## src/rtl/sram_arb_pkg.sv

```systemverilog
`default_nettype none
// ============================================================================
// Module      : sram_arb_pkg
// Description : Shared types and constants for the SRAM capture arbiter:
//               sequencer state encoding, grant-source encoding, CPU page.
// Revision    : 1.0 - initial release
// ============================================================================
package sram_arb_pkg;

  // Sequencer states for one SRAM access
  typedef enum logic [2:0] {
    ST_IDLE      = 3'd0,
    ST_RD_WAIT   = 3'd1,
    ST_RD_LATCH  = 3'd2,
    ST_WR_SETUP  = 3'd3,
    ST_WR_STROBE = 3'd4,
    ST_WR_HOLD   = 3'd5
  } arb_state_t;

  // Owner of the access currently in flight
  typedef enum logic [1:0] {
    GNT_NONE = 2'd0,
    GNT_CPU  = 2'd1,
    GNT_ADC  = 2'd2
  } grant_t;

  // A18..A16 used for every CPU access
  localparam logic [2:0] C_CPU_PAGE = 3'b000;

endpackage
`default_nettype wire

```

## src/rtl/sample_fifo.sv

```systemverilog
`default_nettype none
// ============================================================================
// Module      : sample_fifo
// Description : Synchronous DEPTH x 8 FIFO with first-word fall-through
//               output. A push while full is dropped unless a pop happens
//               in the same cycle.
// Revision    : 1.0 - initial release
// ============================================================================
module sample_fifo #(
  parameter int DEPTH = 8
) (
  input  logic                       clk,
  input  logic                       reset,
  input  logic                       push,
  input  logic                       pop,
  input  logic [7:0]                 din,
  output logic [7:0]                 dout,
  output logic [$clog2(DEPTH):0]     count,
  output logic                       full,
  output logic                       empty
);

  localparam int AW = $clog2(DEPTH);
  localparam logic [AW:0] C_DEPTH = (AW + 1)'(DEPTH);

  logic [7:0]    r_mem [DEPTH];
  logic [AW-1:0] r_wr_ptr;
  logic [AW-1:0] r_rd_ptr;
  logic [AW:0]   r_count;
  logic          w_do_push;
  logic          w_do_pop;

  assign w_do_pop  = pop && !empty;
  assign w_do_push = push && (!full || w_do_pop);

  assign count = r_count;
  assign full  = (r_count == C_DEPTH);
  assign empty = (r_count == '0);
  assign dout  = r_mem[r_rd_ptr];

  // Storage array; contents are don't-care until written, so no reset
  always_ff @(posedge clk) begin
    if (w_do_push) r_mem[r_wr_ptr] <= din;
  end

  // Pointer and occupancy bookkeeping
  always_ff @(posedge clk or posedge reset) begin
    if (reset) begin
      r_wr_ptr <= '0;
      r_rd_ptr <= '0;
      r_count  <= '0;
    end else begin
      if (w_do_push) r_wr_ptr <= r_wr_ptr + AW'(1);
      if (w_do_pop)  r_rd_ptr <= r_rd_ptr + AW'(1);
      r_count <= r_count + {{AW{1'b0}}, w_do_push} - {{AW{1'b0}}, w_do_pop};
    end
  end

endmodule
`default_nettype wire

```

## src/rtl/sram_capture_arbiter.sv

```systemverilog
`default_nettype none
// ============================================================================
// Module      : sram_capture_arbiter
// Description : Shares a 512Kx8 async SRAM between the 6502 bus and an ADC
//               capture stream. Samples are buffered in a FIFO and written to
//               a dedicated page; every strobe has setup/strobe/hold cycles.
// Revision    : 1.0 - initial release
// ============================================================================
module sram_capture_arbiter
  import sram_arb_pkg::*;
#(
  parameter int         FIFO_DEPTH = 8,
  parameter int         HIGH_WATER = 6,
  parameter int         READ_WAIT  = 1,
  parameter logic [2:0] CAP_PAGE   = 3'b100
) (
  input  logic        clk,
  input  logic        reset,
  input  logic        cpu_req,
  input  logic        cpu_we,
  input  logic [15:0] cpu_addr,
  input  logic [7:0]  cpu_wdata,
  output logic [7:0]  cpu_rdata,
  output logic        cpu_ready,
  input  logic        adc_valid,
  input  logic [7:0]  adc_data,
  input  logic        cap_start,
  input  logic [15:0] cap_base,
  input  logic [15:0] cap_len,
  output logic        cap_busy,
  output logic        cap_done,
  output logic        cap_overflow,
  output logic [18:0] sram_addr,
  output logic [7:0]  sram_dout,
  input  logic [7:0]  sram_din,
  output logic        sram_oe,
  output logic        sram_we
);

  localparam int CW = $clog2(FIFO_DEPTH) + 1;
  localparam int WW = (READ_WAIT > 1) ? $clog2(READ_WAIT) : 1;
  localparam logic [CW-1:0] C_HIGH_WATER = CW'(HIGH_WATER);
  localparam logic [WW-1:0] C_WAIT_LAST  = WW'(READ_WAIT - 1);

  arb_state_t    r_state, w_state_nxt;
  grant_t        r_grant, w_grant_nxt;
  logic          r_last_hw;
  logic          w_hw_grant;
  logic          w_grant_go;
  logic [WW-1:0] r_wait_cnt;

  logic [CW-1:0] w_count;
  logic          w_full, w_empty, w_push, w_pop;
  logic [7:0]    w_fifo_dout;

  logic [15:0]   r_ptr, r_remaining;
  logic          r_busy, r_done, r_overflow;
  logic [18:0]   r_addr;
  logic [7:0]    r_dout, r_rdata;
  logic          r_ready;
  logic          w_start_ok, w_accept, w_adc_inflight, w_cap_finish;

  assign w_start_ok     = cap_start && !r_busy && (cap_len != 16'd0);
  // A sample arriving with an accepted start belongs to no capture
  assign w_accept       = adc_valid && (r_remaining != 16'd0) && !w_start_ok;
  assign w_push         = w_accept;
  assign w_pop          = (r_state == ST_WR_HOLD) && (r_grant == GNT_ADC);
  assign w_adc_inflight = (r_state != ST_IDLE) && (r_grant == GNT_ADC);
  assign w_cap_finish   = r_busy && (r_remaining == 16'd0) && w_empty && !w_adc_inflight;
  assign w_grant_go     = (r_state == ST_IDLE) && (w_grant_nxt != GNT_NONE);

  sample_fifo #(
    .DEPTH (FIFO_DEPTH)
  ) u_fifo (
    .clk   (clk),
    .reset (reset),
    .push  (w_push),
    .pop   (w_pop),
    .din   (adc_data),
    .dout  (w_fifo_dout),
    .count (w_count),
    .full  (w_full),
    .empty (w_empty)
  );

  // Sequencer state register
  always_ff @(posedge clk or posedge reset) begin
    if (reset) r_state <= ST_IDLE;
    else       r_state <= w_state_nxt;
  end

  // Grant decision and access sequencing; high-water ADC grants alternate with the CPU
  always_comb begin
    w_state_nxt = r_state;
    w_grant_nxt = r_grant;
    w_hw_grant  = 1'b0;
    case (r_state)
      ST_IDLE: begin
        w_grant_nxt = GNT_NONE;
        if ((w_count >= C_HIGH_WATER) && !r_last_hw) begin
          w_grant_nxt = GNT_ADC;
          w_hw_grant  = 1'b1;
          w_state_nxt = ST_WR_SETUP;
        end else if (cpu_req && !r_ready) begin
          w_grant_nxt = GNT_CPU;
          w_state_nxt = cpu_we ? ST_WR_SETUP : ST_RD_WAIT;
        end else if (!w_empty) begin
          w_grant_nxt = GNT_ADC;
          w_state_nxt = ST_WR_SETUP;
        end
      end
      ST_RD_WAIT:   if (r_wait_cnt == C_WAIT_LAST) w_state_nxt = ST_RD_LATCH;
      ST_RD_LATCH:  w_state_nxt = ST_IDLE;
      ST_WR_SETUP:  w_state_nxt = ST_WR_STROBE;
      ST_WR_STROBE: w_state_nxt = ST_WR_HOLD;
      ST_WR_HOLD:   w_state_nxt = ST_IDLE;
      default:      w_state_nxt = ST_IDLE;
    endcase
  end

  // Grant bookkeeping, address/data launch at grant, read wait counter, CPU handshake
  always_ff @(posedge clk or posedge reset) begin
    if (reset) begin
      r_grant    <= GNT_NONE;
      r_last_hw  <= 1'b0;
      r_wait_cnt <= '0;
      r_addr     <= '0;
      r_dout     <= '0;
      r_rdata    <= '0;
      r_ready    <= 1'b0;
    end else begin
      if (r_state == ST_IDLE) r_grant <= w_grant_nxt;
      if (w_grant_go) begin
        r_last_hw  <= w_hw_grant;
        r_wait_cnt <= '0;
        if (w_grant_nxt == GNT_ADC) begin
          r_addr <= {CAP_PAGE, r_ptr};
          r_dout <= w_fifo_dout;
        end else begin
          r_addr <= {C_CPU_PAGE, cpu_addr};
          r_dout <= cpu_wdata;
        end
      end else if (r_state == ST_RD_WAIT) begin
        r_wait_cnt <= r_wait_cnt + WW'(1);
      end
      if (r_state == ST_RD_LATCH) r_rdata <= sram_din;
      r_ready <= ((r_state == ST_RD_LATCH) || (r_state == ST_WR_HOLD)) && (r_grant == GNT_CPU);
    end
  end

  // Capture control: pointer, sample budget, busy/done and sticky overflow
  always_ff @(posedge clk or posedge reset) begin
    if (reset) begin
      r_ptr       <= '0;
      r_remaining <= '0;
      r_busy      <= 1'b0;
      r_done      <= 1'b0;
      r_overflow  <= 1'b0;
    end else begin
      r_done <= 1'b0;
      if (w_start_ok) begin
        r_ptr       <= cap_base;
        r_remaining <= cap_len;
        r_overflow  <= 1'b0;
        r_busy      <= 1'b1;
      end else begin
        if (w_grant_go && (w_grant_nxt == GNT_ADC)) r_ptr <= r_ptr + 16'd1;
        if (w_accept) begin
          r_remaining <= r_remaining - 16'd1;
          if (w_full && !w_pop) r_overflow <= 1'b1;
        end
        if (w_cap_finish) begin
          r_busy <= 1'b0;
          r_done <= 1'b1;
        end
      end
    end
  end

  // Strobes decode straight from the state so an async reset drops them at once
  assign sram_we      = (r_state == ST_WR_STROBE);
  assign sram_oe      = (r_state == ST_WR_SETUP) || (r_state == ST_WR_STROBE) ||
                        (r_state == ST_WR_HOLD);
  assign sram_addr    = r_addr;
  assign sram_dout    = r_dout;
  assign cpu_rdata    = r_rdata;
  assign cpu_ready    = r_ready;
  assign cap_busy     = r_busy;
  assign cap_done     = r_done;
  assign cap_overflow = r_overflow;

endmodule
`default_nettype wire

```

## config.mk

```make
export PLATFORM = sky130hd
export DESIGN_NAME = sram_capture_arbiter
export DESIGN_NICKNAME = d
export VERILOG_FILES = /design/src/rtl/sram_arb_pkg.sv /design/src/rtl/sample_fifo.sv /design/src/rtl/sram_capture_arbiter.sv
export SDC_FILE = /design/constraint.sdc
export NUM_CORES = 1
export LEC_CHECK = 0
export BUFFER_PORTS_ARGS = -buffer_cell sky130_fd_sc_hd__buf_4
export CAP_MARGIN = 20
export CORE_ASPECT_RATIO = 1.5
export CORE_MARGIN = 5
export CORE_UTILIZATION = 25
export CTS_CLUSTER_DIAMETER = 150
export DETAILED_ROUTE_END_ITERATION = 10
export HOLD_SLACK_MARGIN = 0.03
export PLACE_DENSITY_LB_ADDON = 0.2
export SLEW_MARGIN = 20
export SYNTH_ARGS = -nofsm -noshare
export SYNTH_HDL_FRONTEND = slang
export SYNTH_SLANG_ARGS = --single-unit
```

## constraint.sdc

```tcl
create_clock -name clk -period 7.1 [get_ports clk]
set_clock_uncertainty 0.1 [all_clocks]
set_input_delay 0 -clock clk [delete_from_list [all_inputs] [get_ports clk]]
set_output_delay 0 -clock clk [all_outputs]
set_load 0.02 [all_outputs]
```

; ---- Word level (Yosys, flattened, before mapping)
; Memory sizes are Yosys's and may differ from the RTL's.
; Index checks and enable logic that the tools add are counted.
[op_classes]
add_sub_neg = 7
mul = 0
div_mod_pow = 0
magnitude_cmp = 1
eq_ne = 11
n_shift = 0
muxes = 29
n_bitwise = 0
reduce_logical = 43
[op_table]
columns = cell, n
row1 = $mux W16, 4
row2 = $reduce_bool A16 Y1, 2
row3 = $mux W19, 1
row4 = $logic_and A1 B1 Y1, 17
row5 = $add A16 B1 Y16 const B, 1
row6 = $logic_not A16 Y1, 1
row7 = $sub A16 B1 Y16 const B, 1
row8 = $mux W1, 13
row9 = $mux W3, 4
row10 = $pmux W3 S4, 1
row11 = $reduce_bool A2 Y1, 6
row12 = $mux W2, 5
row13 = $logic_not A1 Y1, 8
row14 = $mux W8, 1
row15 = $add A3 B1 Y3 const B, 2
row16 = $eq A3 B2 Y1 const B, 2
row17 = $eq A3 B3 Y1 const B, 2
row18 = $add A4 B1 Y4, 1
row19 = $eq A2 B2 Y1 const B, 2
row20 = $eq A4 B4 Y1 const B, 1
row21 = $ge A4 B3 Y1 const B, 1
row22 = $logic_not A4 Y1, 1
row23 = $logic_or A1 B1 Y1, 4
row24 = $ne A4 B2 Y1 const B, 1
row25 = other kinds (8), 9
[totals]
regBits = 88
latchBits = 0
ramBits = 64
mem_bits_ro = 0
word_cells = 108
memories = 1
[memory_table]
columns = name, words, word_bits, rd, rd_clocked_by_memory_dff, write_ports, line
row1 = u_fifo.r_mem, 8, 8, 1, 0, 1, sample_fifo.sv:26  ; logic [7:0] r_mem [DEPTH];

; ---- Depth between registers and ports, before layout
; Gate-level depths: netlist of the first run.
[logic_depth]
word_depth = 10
mapped_depth = 10

; ---- Modules after synthesis
; From an unflattened synthesis of the first run, not the netlist that was laid out.
[unflattened]
cells_unflattened = 549
area_unflattened_um2 = 7060.5
[modules_own_cells]
columns = module, n_inst, cells_per_inst, area_per_inst_um2, seq_area_each_um2
row1 = sram_capture_arbiter, 1, 393, 3958.8, 1901.8
row2 = sample_fifo, 1, 156, 3101.7, 2172.1

; ---- Worst setup path after synthesis of the first run
; Ideal clock, no wire load.
[synth_timing]
path_type = input port to flip-flop
start = input cap_len[8]
end = memory u_fifo.r_mem[1][0] (enable)
setup_time_ns = 0.383
arrival_time_ns = 2.086
required_ns = 6.617
setup_slack_ns = 4.530
stages = 6
cell_sequence = or4_4 o41ai_4 and4_1 buf_6 nand2_4 nor3_1
[synth_between]
elab_chain_len = 7
[synth_lines]
columns = item, line
row1 = "start, declared", sram_capture_arbiter.sv:29  ; input logic [15:0] cap_len,
row2 = $reduce_bool A16 Y1, sram_capture_arbiter.sv:63  ; assign w_start_ok = cap_start && !r_busy && (cap_len != 16'd0);
row3 = $logic_and A1 B1 Y1, sram_capture_arbiter.sv:63
row4 = $logic_not A1 Y1, sram_capture_arbiter.sv:65  ; assign w_accept = adc_valid && (r_remaining != 16'd0) && !w_start_ok;
row5 = $logic_and A1 B1 Y1, sram_capture_arbiter.sv:65
row6 = $logic_and A1 B1 Y1, sample_fifo.sv:34  ; assign w_do_push = push && (!full || w_do_pop);
row7 = named net u_fifo.w_do_push, sample_fifo.sv:30  ; logic w_do_push;
row8 = $mux W1, sample_fifo.sv:43  ; if (w_do_push) r_mem[r_wr_ptr] <= din;
row9 = $mux W1 (implied by the code), sample_fifo.sv:43
row10 = "end, declared", sample_fifo.sv:26
; The timed path passes the listed nets, and every way through them passes these cells.

; ---- Final worst setup path of the first run
[layout_timing]
start = input cap_len[0]
end = memory u_fifo.r_mem[2][4] (enable)
[layout_between]
elab_chain_len = 7
[layout_lines]
columns = item, line
row1 = $reduce_bool A16 Y1, sram_capture_arbiter.sv:63
row2 = $logic_and A1 B1 Y1, sram_capture_arbiter.sv:63
row3 = $logic_not A1 Y1, sram_capture_arbiter.sv:65
row4 = $logic_and A1 B1 Y1, sram_capture_arbiter.sv:65
row5 = $logic_and A1 B1 Y1, sample_fifo.sv:34
row6 = $mux W1, sample_fifo.sv:43
row7 = $mux W1 (implied by the code), sample_fifo.sv:43
; Every way passes these cells.

==> results of run 1 <==
synth_stat cells (4+ instances only):
master,count
dfrtp_1,86
edfxtp_1,64
nand2_1,60
o21ai_0,54
mux2i_1,25
xor2_1,24
clkbuf_1,18
nand3_1,18
nor2_1,17
mux4_2,16
mux2_2,14
inv_1,13
nand4_1,13
xnor2_1,13
ha_1,11
nor3_1,10
a22oi_1,8
nor4_1,5
a21oi_1,4
buf_1,4
nor2b_1,4
nor3b_1,4
kinds of logic (layout without fill, tap and decap cells):
group | count (synthesis) | in the layout | share of synthesized area [%]
adders and majority gates | 12 | 12 | 2.31
AOI/OAI and AO/OA | 78 | 78 | 6.84
and+or+nand+nor | 162 | 162 | 12.6
DFF | 150 | 150 | 59.7
other | 1 | 2 | 0.0550
xor gates and xnor gates | 37 | 37 | 4.75
buffers and inverters | 40 | 256 | 2.49
muxes | 55 | 55 | 11.3
routing by layer:
| metal | part of all wire [%] | wire length (um) | up-vias |
|---|---|---|---|
| met5 | 0 | 0 | - |
| met1 | 40 | 7140 | 2397 |
| met2 | 53 | 9260 | 115 |
| li1 | - | - | 2370 |
| met4 | 2.0 | 348 | 0 |
| met3 | 5.0 | 887 | 19 |
stage by stage:
step / total power, mW / worst slack, ns / instance area (sq um)
floorplan: 2.27 / 4.53 / 6830
global placement: 2.70 / 3.67 / 8050
detailed placement: 2.75 / 3.78 / 8060
CTS: 3.71 / 3.67 / 9500
global route: 3.92 / 3.58 / 9540
finish: 3.65 / 3.68 / 9540
power groups by stage:
stage	combinational, mW	clock, mW	sequential [mW]
finish	1.33	0.872	1.45
global route	1.48	0.940	1.50
CTS	1.35	0.900	1.46
detailed placement	1.27	0	1.47
global placement	1.24	0	1.46
floorplan	0.787	0	1.48
final cells by class:
| type | instances | area share, % |
|---|---|---|
| clock buffers | 18 | 4.61 |
| repair buffers | 211 | 19.1 |
| well taps | 342 | 4.49 |
| inverters | 13 | 0.525 |
| flip-flops and latches | 150 | 42.7 |
| multi-input cells | 346 | 27.3 |
| clock inverters | 14 | 1.34 |
worst max-delay path: stages:
cell and delay [ns]:
dlygate4sd3_1 0.55, buf_4 0.14, or4_1 0.62, o41ai_4 0.60
and4_1 0.56, nand2b_4 0.11, nor3_1 0.79
flip-flops by register name, summed over array words and instances (netlist names), 3 cells and up:
name,flops
u_fifo.r_rd_ptr,3
r_ptr,16
sram_addr,17
r_state,3
sram_dout,8
cpu_rdata,8
u_fifo.r_wr_ptr,3
r_remaining,16
u_fifo.count,4
u_fifo.r_mem,64
worst min-delay path by stage:
| stage | to | cells past startpoint | slack (ns) | start |
|---|---|---|---|---|
| floorplan | u_fifo.r_mem[0][0] | 0 | -0.001 | adc_data[0] |
| global placement | cpu_rdata[4] | 2 | -0.13 | reset |
| detailed placement | cpu_rdata[1] | 2 | -0.13 | reset |
| CTS | r_remaining[15] | 4 | 0.05 | cap_start |
| global route | r_remaining[15] | 4 | 0.08 | cap_start |
| finish | r_remaining[15] | 4 | 0.08 | cap_start |
==> impl_metrics.ini, run 1 <==
[run_status]
status = finished, final reports clean

[timing]
holdWs_ns = 0.0818
worst_pin_slew_ns = 1.01
relSlewSlack_pct = 32.0
timing_max_transition_violations_final = 0
fmax_mhz = 293
min_period_ns = 3.42
hold_viol_final = 0
timing.final.crit_share_pct = 48.1
rsz0062_at_grt = false
finalSetupViolCount = 0
fin_tns_setup_ns = 0

[cells_and_area]
stdcell_count = 1094
area_growth_pct = 39.8
nFillCells = 2683
multiInputGateArea_sq_um = 2600
seqCellArea_sq_um = 4070
mostFrequentLayoutCell = buf_4
mostFrequentLayoutCells = buf_4, dlygate4sd3_1, dfrtp_1, edfxtp_1, nand2_1
diodes = 0
final_nets = 829
final_core_util_pct = 35.2
drive_gt1_share_pct = 27.0

[setup_path]
rr_worst_depth = 7
rrSetupSlack_ns = 4.00
timing.critical_path.from_type = input port
crit_type = in2reg
endpoint_kind = flop
timing.rr.start = r_remaining[0]
setup.worst_path.end = u_fifo.r_mem[2][4]
crit_required_ns = 7.05
cp.arrival_ns = 3.37
cp_max_fo = 8
rr_endpoint = u_fifo.r_mem[2][4]
crit_start = cap_len[0]

[placement]
portBuffers = 116
dp_hpwl_um = 12600
place.gp.congestion = 0.783
dp.cells = 973

[power_and_ir_drop]
p_leak_nw = 3.82
switching_power_mw = 1.34
powerDensity_nw_per_um2 = 383
p_int_mw = 2.31
clkPwrFrac_pct = 23.9
seqPwrFrac_pct = 39.8
ir_drop_uv = 183
comb_power_share_pct = 36.3
swShare_pct = 36.8

[clock_tree]
path_clk_slew_ns = 0.07
root_buffer = clkbuf_16
post_cts_resized = 0
clk_latency_ns = 0.43
clkSinkCount = 150
cts_max_level = 4
post_cts_buffers = 0
cts_buffer_depth = 2
hold_buffers = 88
cts_tree = yes
cts_inserted_buffers = 17

[detailed_routing]
vias = 4901
first_iter_violations = 214
first_pass_iters = 4
drt_wl_total_um = 17600
wire_per_inst_um = 16.1
route.detailed.drc = 0
postRouteAntennaNets = 0
vias_per_cell = 4.48

[die]
rows = 74
core_region_area_sq_um = 27100
start_util_pct = 25.1
fp.dieArea_sq_um = 30800
fp.dieH_um = 212
die_w_um = 145
boundaryPins = 119

[worst_hold_path]
min_path_type = in2reg

[synthesis]
yosys_warnings = 0
yosysTopAreaCellShare_pct = 31.5
yosys.area.top_type = dfrtp_1
synth.avg_cell_area_sq_um = 12.8
synth_seq_cells = 150
syn_area_sq_um = 6820
ys.flop_type = dfrtp_1
syn_inst = 535
seq_area_frac_synth_pct = 59.7
synth_cell_types = 53
synthTopCellsByArea = dfrtp_1, edfxtp_1, mux4_2, o21ai_0, mux2i_1
ys_async_sr_fraction_pct = 57.3
synth-edff-count = 64

[grt]
antenna_found_initial = 0
grt_max_degree = 70
grt_pass1_wl_um = 28500
grtUsageMet1_pct = 13.9
grt_pass1_vias = 5384
grt_busiest_layer = met2
use_met3_pct = 3.15
met2_usage_pct = 21.5
grt_usage_pct = 12.0
overflow = 0

[run]
cap_violations = 0
Note: power is estimated with default switching activity, not from simulation.
==> run 2: changes to the inputs <==
- clock period: 7.1 -> 3 ns (I/O delays scaled with it)
==> run 2 against run 1 <==
  * Non-clock buffer count rose by 13
  * Clock power increased by 140%
  * Global-route usage about the same
  * Final cell count up 1.2%
  * Via count is 1.3% higher
  * Critical path type is now reg2reg
  * Clock-buffer cell count increased by 1
  * Sequential share of layout area shrank 0.48 points
  * Power grew 140%
  * Cell area is 1.1% higher
  * Routed wire length rose by 2.4%
  * Flip-flop and latch count unchanged
==> impl_metrics.ini, run 2 (synthesized netlist as in run 1, its figures left out) <==
[cells_and_area]
area_growth_pct = 41.4
drive_gt1_share_pct = 28.5
largest_reg_flops = 64
seqCellArea_sq_um = 4070
mostFrequentLayoutCells = buf_4, dfrtp_1, dlygate4sd3_1, edfxtp_1, nand2_1
multiInputGateArea_sq_um = 2590
nFillCells = 2669
top_register = u_fifo.r_mem
mostFrequentLayoutCell = buf_4
diodes = 0
final_nets = 842
design_area_sq_um = 9640

[detailed_routing]
drt_wl_total_um = 18100
first_iter_violations = 224
postRouteAntennaNets = 0
first_pass_iters = 4
vias_per_cell = 4.48
wire_per_inst_um = 16.3
route.detailed.drc = 0
vias = 4964

[placement]
dp_hpwl_um = 13100
placed_area_sq_um = 8210
place.gp.congestion = 0.779
portBuffers = 116

[grt]
grt_max_degree = 46
overflow = 0
grt_pass1_wl_um = 28600
grt_usage_pct = 12.0
grt_pass1_vias = 5447
antenna_found_initial = 1

[setup_path]
crit_required_ns = 3.20
cp_max_fo = 6
cp.arrival_ns = 3.04
endpoint_kind = flop
timing.critical_path.from_type = flop
timing.critical_path.buf_inv = 1
rrSetupSlack_ns = 0.16
crit_type = reg2reg
cpPeakStageDelay_ns = 0.59
path_cells = or4_1 > nor3_2 > nor4b_1 > xnor2_1 > o21ai_0 > dlygate4sd3_1
crit_slowest_cell = or4_1
crit_family = simple AND/OR/NAND/NOR gates

[die]
core_region_area_sq_um = 27100
die_w_um = 145
fp.dieArea_sq_um = 30800
boundaryPins = 119
rows = 74
fp.dieH_um = 212
start_util_pct = 25.1

[power_and_ir_drop]
switching_power_mw = 3.24
p_leak_nw = 3.91
ir_drop_uv = 418
seqPwrFrac_pct = 38.8
clkPwrFrac_pct = 24.1
comb_power_share_pct = 37.1
swShare_pct = 36.8
p_int_mw = 5.56
powerDensity_nw_per_um2 = 912

[timing]
timing.final.crit_share_pct = 94.6
rsz0062_at_grt = false
min_period_ns = 2.84
finalSetupViolCount = 0
worst_pin_slew_ns = 0.850
hold_viol_final = 0
timing_max_transition_violations_final = 0
relSlewSlack_pct = 43.4
fin_tns_setup_ns = 0
fmax_mhz = 352

[clock_tree]
clk_latency_ns = 0.42
cts_buffer_depth = 2
clkSinkCount = 150
cts_inserted_buffers = 17
path_clk_slew_ns = 0.07
post_cts_resized = 0
root_buffer = clkbuf_16
cts_max_level = 4
cts_tree = yes

[run]
cap_violations = 0

[run_status]
status = finished, final reports clean

[worst_hold_path]
min_path_type = in2reg
## run 2: per-stage QoR
step,setup slack [ns],utilization [%],power (mW),std cells,hold slack [ns]
after floorplan,0.430,-,5.37,536,-0.00113
after global placement,0.147,30.3,6.50,990,0.0823
after detailed placement,0.0550,30.3,6.61,990,0.0980
after CTS,0.000659,35.5,8.94,1107,0.0755
after global routing,0.0324,35.6,9.40,1107,0.0969
final,0.162,35.6,8.80,1107,0.0907
## run 2: final timing paths
path                                start  cells past startpoint         endpoint
max                        r_remaining[3]                      6  r_remaining[14]
min in group asynchronous           reset                      3     cpu_rdata[6]
max in group asynchronous           reset                      4        r_ptr[15]
max reg2reg                r_remaining[3]                      6  r_remaining[14]
min                             cap_start                      5   r_remaining[3]
min reg2reg                    r_grant[1]                      1        cpu_ready
## run 2: what timing repair did
item	in CTS	in global routing
hold endpoints to repair	172	0
buffers inserted	0	0
hold buffers	85	0
## run 2: power groups by stage
stage / Combinational [mW] / Clock (mW) / Sequential, mW
floorplan: 1.86 / 0 / 3.51
global placement: 3.07 / 0 / 3.42
detailed placement: 3.15 / 0 / 3.46
CTS: 3.33 / 2.18 / 3.42
global route: 3.62 / 2.27 / 3.51
finish: 3.27 / 2.12 / 3.41
## run 2: final cells by class
| class | instances | area share [%] |
|---|---|---|
| clock inverters | 13 | 1.32 |
| flip-flops and latches | 150 | 42.2 |
| repair buffers | 224 | 19.9 |
| well taps | 342 | 4.44 |
| inverters | 13 | 0.519 |
| multi-input cells | 346 | 26.9 |
| clock buffers | 19 | 4.70 |
## run 2: worst min-delay path: cells and delay by family
family	cells	cell delay (ns)
buffers and inverters	2	0.27
AND/OR/NAND/NOR	2	0.23
AO/OA/AOI/OAI	1	0.07
## run 2: layer usage
| metal | vias up | track usage (%) | routed length [um] |
|---|---|---|---|
| met5 | - | 0 | 0 |
| met4 | 0 | 3.06 | 155 |
| met3 | 10 | 2.57 | 736 |
| met2 | 106 | 22.2 | 9880 |
| met1 | 2463 | 13.9 | 7280 |
| li1 | 2385 | - | - |
==> run 3: changes to the inputs <==
- SYNTH_HIERARCHICAL: not set -> 1
==> run 3 against run 2 <==
  * Routed wire length increased by 3.9%
  * Power decreased by 4.0%
  * Synthesized area increased by 3.5%
  * Critical path depth increased by 3
  * Clock power decreased by 6%
  * Register-to-register slack improved by 0.12 ns
  * Sequential share of layout area decreased by 0.65 points
  * Non-clock buffer count decreased by 2
  * Critical endpoint is now r_remaining[2]
==> impl_metrics.ini, run 3 <==
[run]
cap_violations = 0

[grt]
antenna_found_initial = 0
grt_usage_pct = 12.0
grt_max_degree = 60
grt_pass1_vias = 5451
grt_pass1_wl_um = 29700
overflow = 0

[cells_and_area]
largest_reg_flops = 64
drive_gt1_share_pct = 26.8
top_register = u_fifo/r_mem
area_growth_pct = 38.7
final_nets = 852
mostFrequentLayoutCell = buf_4
diodes = 0
mostFrequentLayoutCells = buf_4, dfrtp_1, dlygate4sd3_1, nand2_1, edfxtp_1

[clock_tree]
cts_inserted_buffers = 17
cts_max_level = 4
cts_buffer_depth = 2
clk_latency_ns = 0.43
root_buffer = clkbuf_16
cts_tree = yes
clkSinkCount = 150
post_cts_buffers = 0
path_clk_slew_ns = 0.06

[timing]
fmax_mhz = 368
rsz0062_at_grt = false
worst_pin_slew_ns = 0.751
min_period_ns = 2.72
hold_viol_final = 0
fin_tns_setup_ns = 0
final.setup.worst_slack_ns = 0.283
timing_max_transition_violations_final = 0
relSlewSlack_pct = 49.9
timing.final.crit_share_pct = 90.6
finalSetupViolCount = 0

[setup_path]
timing.critical_path.from_type = flop
setup.worst_path.end = r_remaining[2]
rr_endpoint = r_remaining[2]
cpPeakStageDelay_ns = 0.59
path_cells = inv_1 > ha_1 > nor4b_4 > buf_4 > and4_1 > nor2_1 > xnor2_1 > o21ai_0 > dlygate4sd3_1
rrSetupSlack_ns = 0.28
endpoint_kind = flop
rr_worst_depth = 9
cp.arrival_ns = 2.93
crit_type = reg2reg
crit_slowest_cell = dlygate4sd3_1
crit_start = r_remaining[0]
crit_required_ns = 3.21
cp_max_fo = 7
timing.rr.start = r_remaining[0]

[synthesis]
seq_area_frac_synth_pct = 57.7
ys.flop_type = dfrtp_1
synth_top_family_by_area = simple AND/OR/NAND/NOR gates
syn_area_sq_um = 7060
synth-edff-count = 64
yosys_warnings = 6
ys_async_sr_fraction_pct = 57.3
yosys.area_share.adder_pct = 2.06
yosys.area.top_type = dfrtp_1
yosys.cell_count.top_type = dfrtp_1
synthTopCellsByArea = dfrtp_1, edfxtp_1, mux4_1, nand2_1, mux2i_1
synth_cell_types = 57
synth_common_cells = dfrtp_1, nand2_1, edfxtp_1
synth.area.mux_share_pct = 13.5
synth_seq_cells = 150
synth_compound_area_share_pct = 5.83
syn_inst = 549
synth.avg_cell_area_sq_um = 12.9
synth-simple-area-share_pct = 13.5
synth_xor_xnor_area_share_pct = 4.22
yosysTopAreaCellShare_pct = 30.5

[placement]
dp_slack_ns = 0.315
portBuffers = 116
place.gp.congestion = 0.767
dp_hpwl_um = 13400

[die]
fp.dieArea_sq_um = 31800
core_region_area_sq_um = 28000
start_util_pct = 25.2
rows = 75
die_w_um = 147
boundaryPins = 119
fp.dieH_um = 216

[detailed_routing]
first_pass_iters = 4
wire_per_inst_um = 16.7
vias_per_cell = 4.48
vias = 5030
postRouteAntennaNets = 0
first_iter_violations = 169
route.detailed.drc = 0
drt_wl_total_um = 18800

[power_and_ir_drop]
ir_drop_uv = 422
p_leak_nw = 4.07
powerDensity_nw_per_um2 = 862

[run_status]
status = finished, final reports clean

[worst_hold_path]
min_path_type = in2async
-- run 3: cell count changes after synthesis, moves of 5 or more --
cell	previous run	this run
nand4_1	13	6
o21ai_0	54	13
clkbuf_1	18	13
mux4_2	16	0
mux2_2	14	21
nand2_1	60	76
a22oi_1	8	0
mux4_1	0	16
o21ai_1	1	42
-- run 3: how the worst min path moves through the flow --
stage,startpoint,end,slack (ns),cells after the start
3_5_place_dp,reset,u_fifo/r_wr_ptr[0],-0.06,2
5_1_grt,cpu_we,r_state[1],0.09,4
2_1_floorplan,reset,u_fifo/count[0],-0.26,1
3_3_place_gp,reset,u_fifo/r_wr_ptr[1],-0.07,2
4_1_cts,cpu_we,r_state[1],0.06,4
6_report,reset,cpu_rdata[6],0.07,3
-- run 3: layout make-up --
| class | instances | area, sq um |
|---|---|---|
| Fill cell | 2751 | 18200 |
| Inverter | 13 | 50.0 |
| Multi-Input combinational cell | 359 | 2800 |
| Tap cell | 346 | 433 |
| Clock buffer | 18 | 429 |
| Timing Repair Buffer | 222 | 1900 |
| Sequential cell | 150 | 4070 |
| Clock inverter | 14 | 115 |
-- run 3: per-layer routing --
layer	vias up	wire (um)	share of wire, %	track usage [%]
li1	2421	-	-	-
met1	2496	7460	40	13.3
met2	90	10400	56	22.7
met3	23	547	2.9	2.45
met4	0	336	1.8	4.23
met5	-	0	0	0
-- run 3: critical path: cells and delay by family, from the launching register on --
family,cells,cell delay [ns]
xor+xnor,1,0.14
compound gates,1,0.09
simple gates,3,0.81
buf+inv,3,0.89
fa+ha+maj,1,0.18
flops,1,0.39
-- run 3: where the power goes --
| group | switching, mW | leakage (nW) | internal [mW] |
|---|---|---|---|
| registers | 0.577 | 1.64 | 2.80 |
| clock network | 0.925 | 0.266 | 1.08 |
| logic | 1.59 | 2.17 | 1.47 |
| total | 3.10 | 4.07 | 5.35 |
-- run 3: cells by family after synthesis --
group	count (synthesis)
and+or+nand+nor	173
buffers and inverters	41
adders and majority gates	11
AOI/OAI and AO/OA	73
muxes	66
DFF	150
xor gates and xnor gates	34
other	1
-- run 3: repair_timing --
action	CTS	global route
endpoints found under the hold margin	216	0
resized for setup	0	0
hold buffers	83	0
-- run 3: stage by stage --
stage / power [mW] / utilization, % / hold WS (ns) / cells / area [sq um]
after floorplan: 5.28 / - / -0.260 / 550 / 7060
after global placement: 6.35 / 30.1 / -0.0652 / 1007 / 8420
after detailed placement: 6.44 / 30.1 / -0.0556 / 1007 / 8420
after CTS: 8.62 / 35.0 / 0.0645 / 1122 / 9800
after global routing: 9.04 / 35.0 / 0.0884 / 1122 / 9800
final: 8.44 / 35.0 / 0.0717 / 1122 / 9800
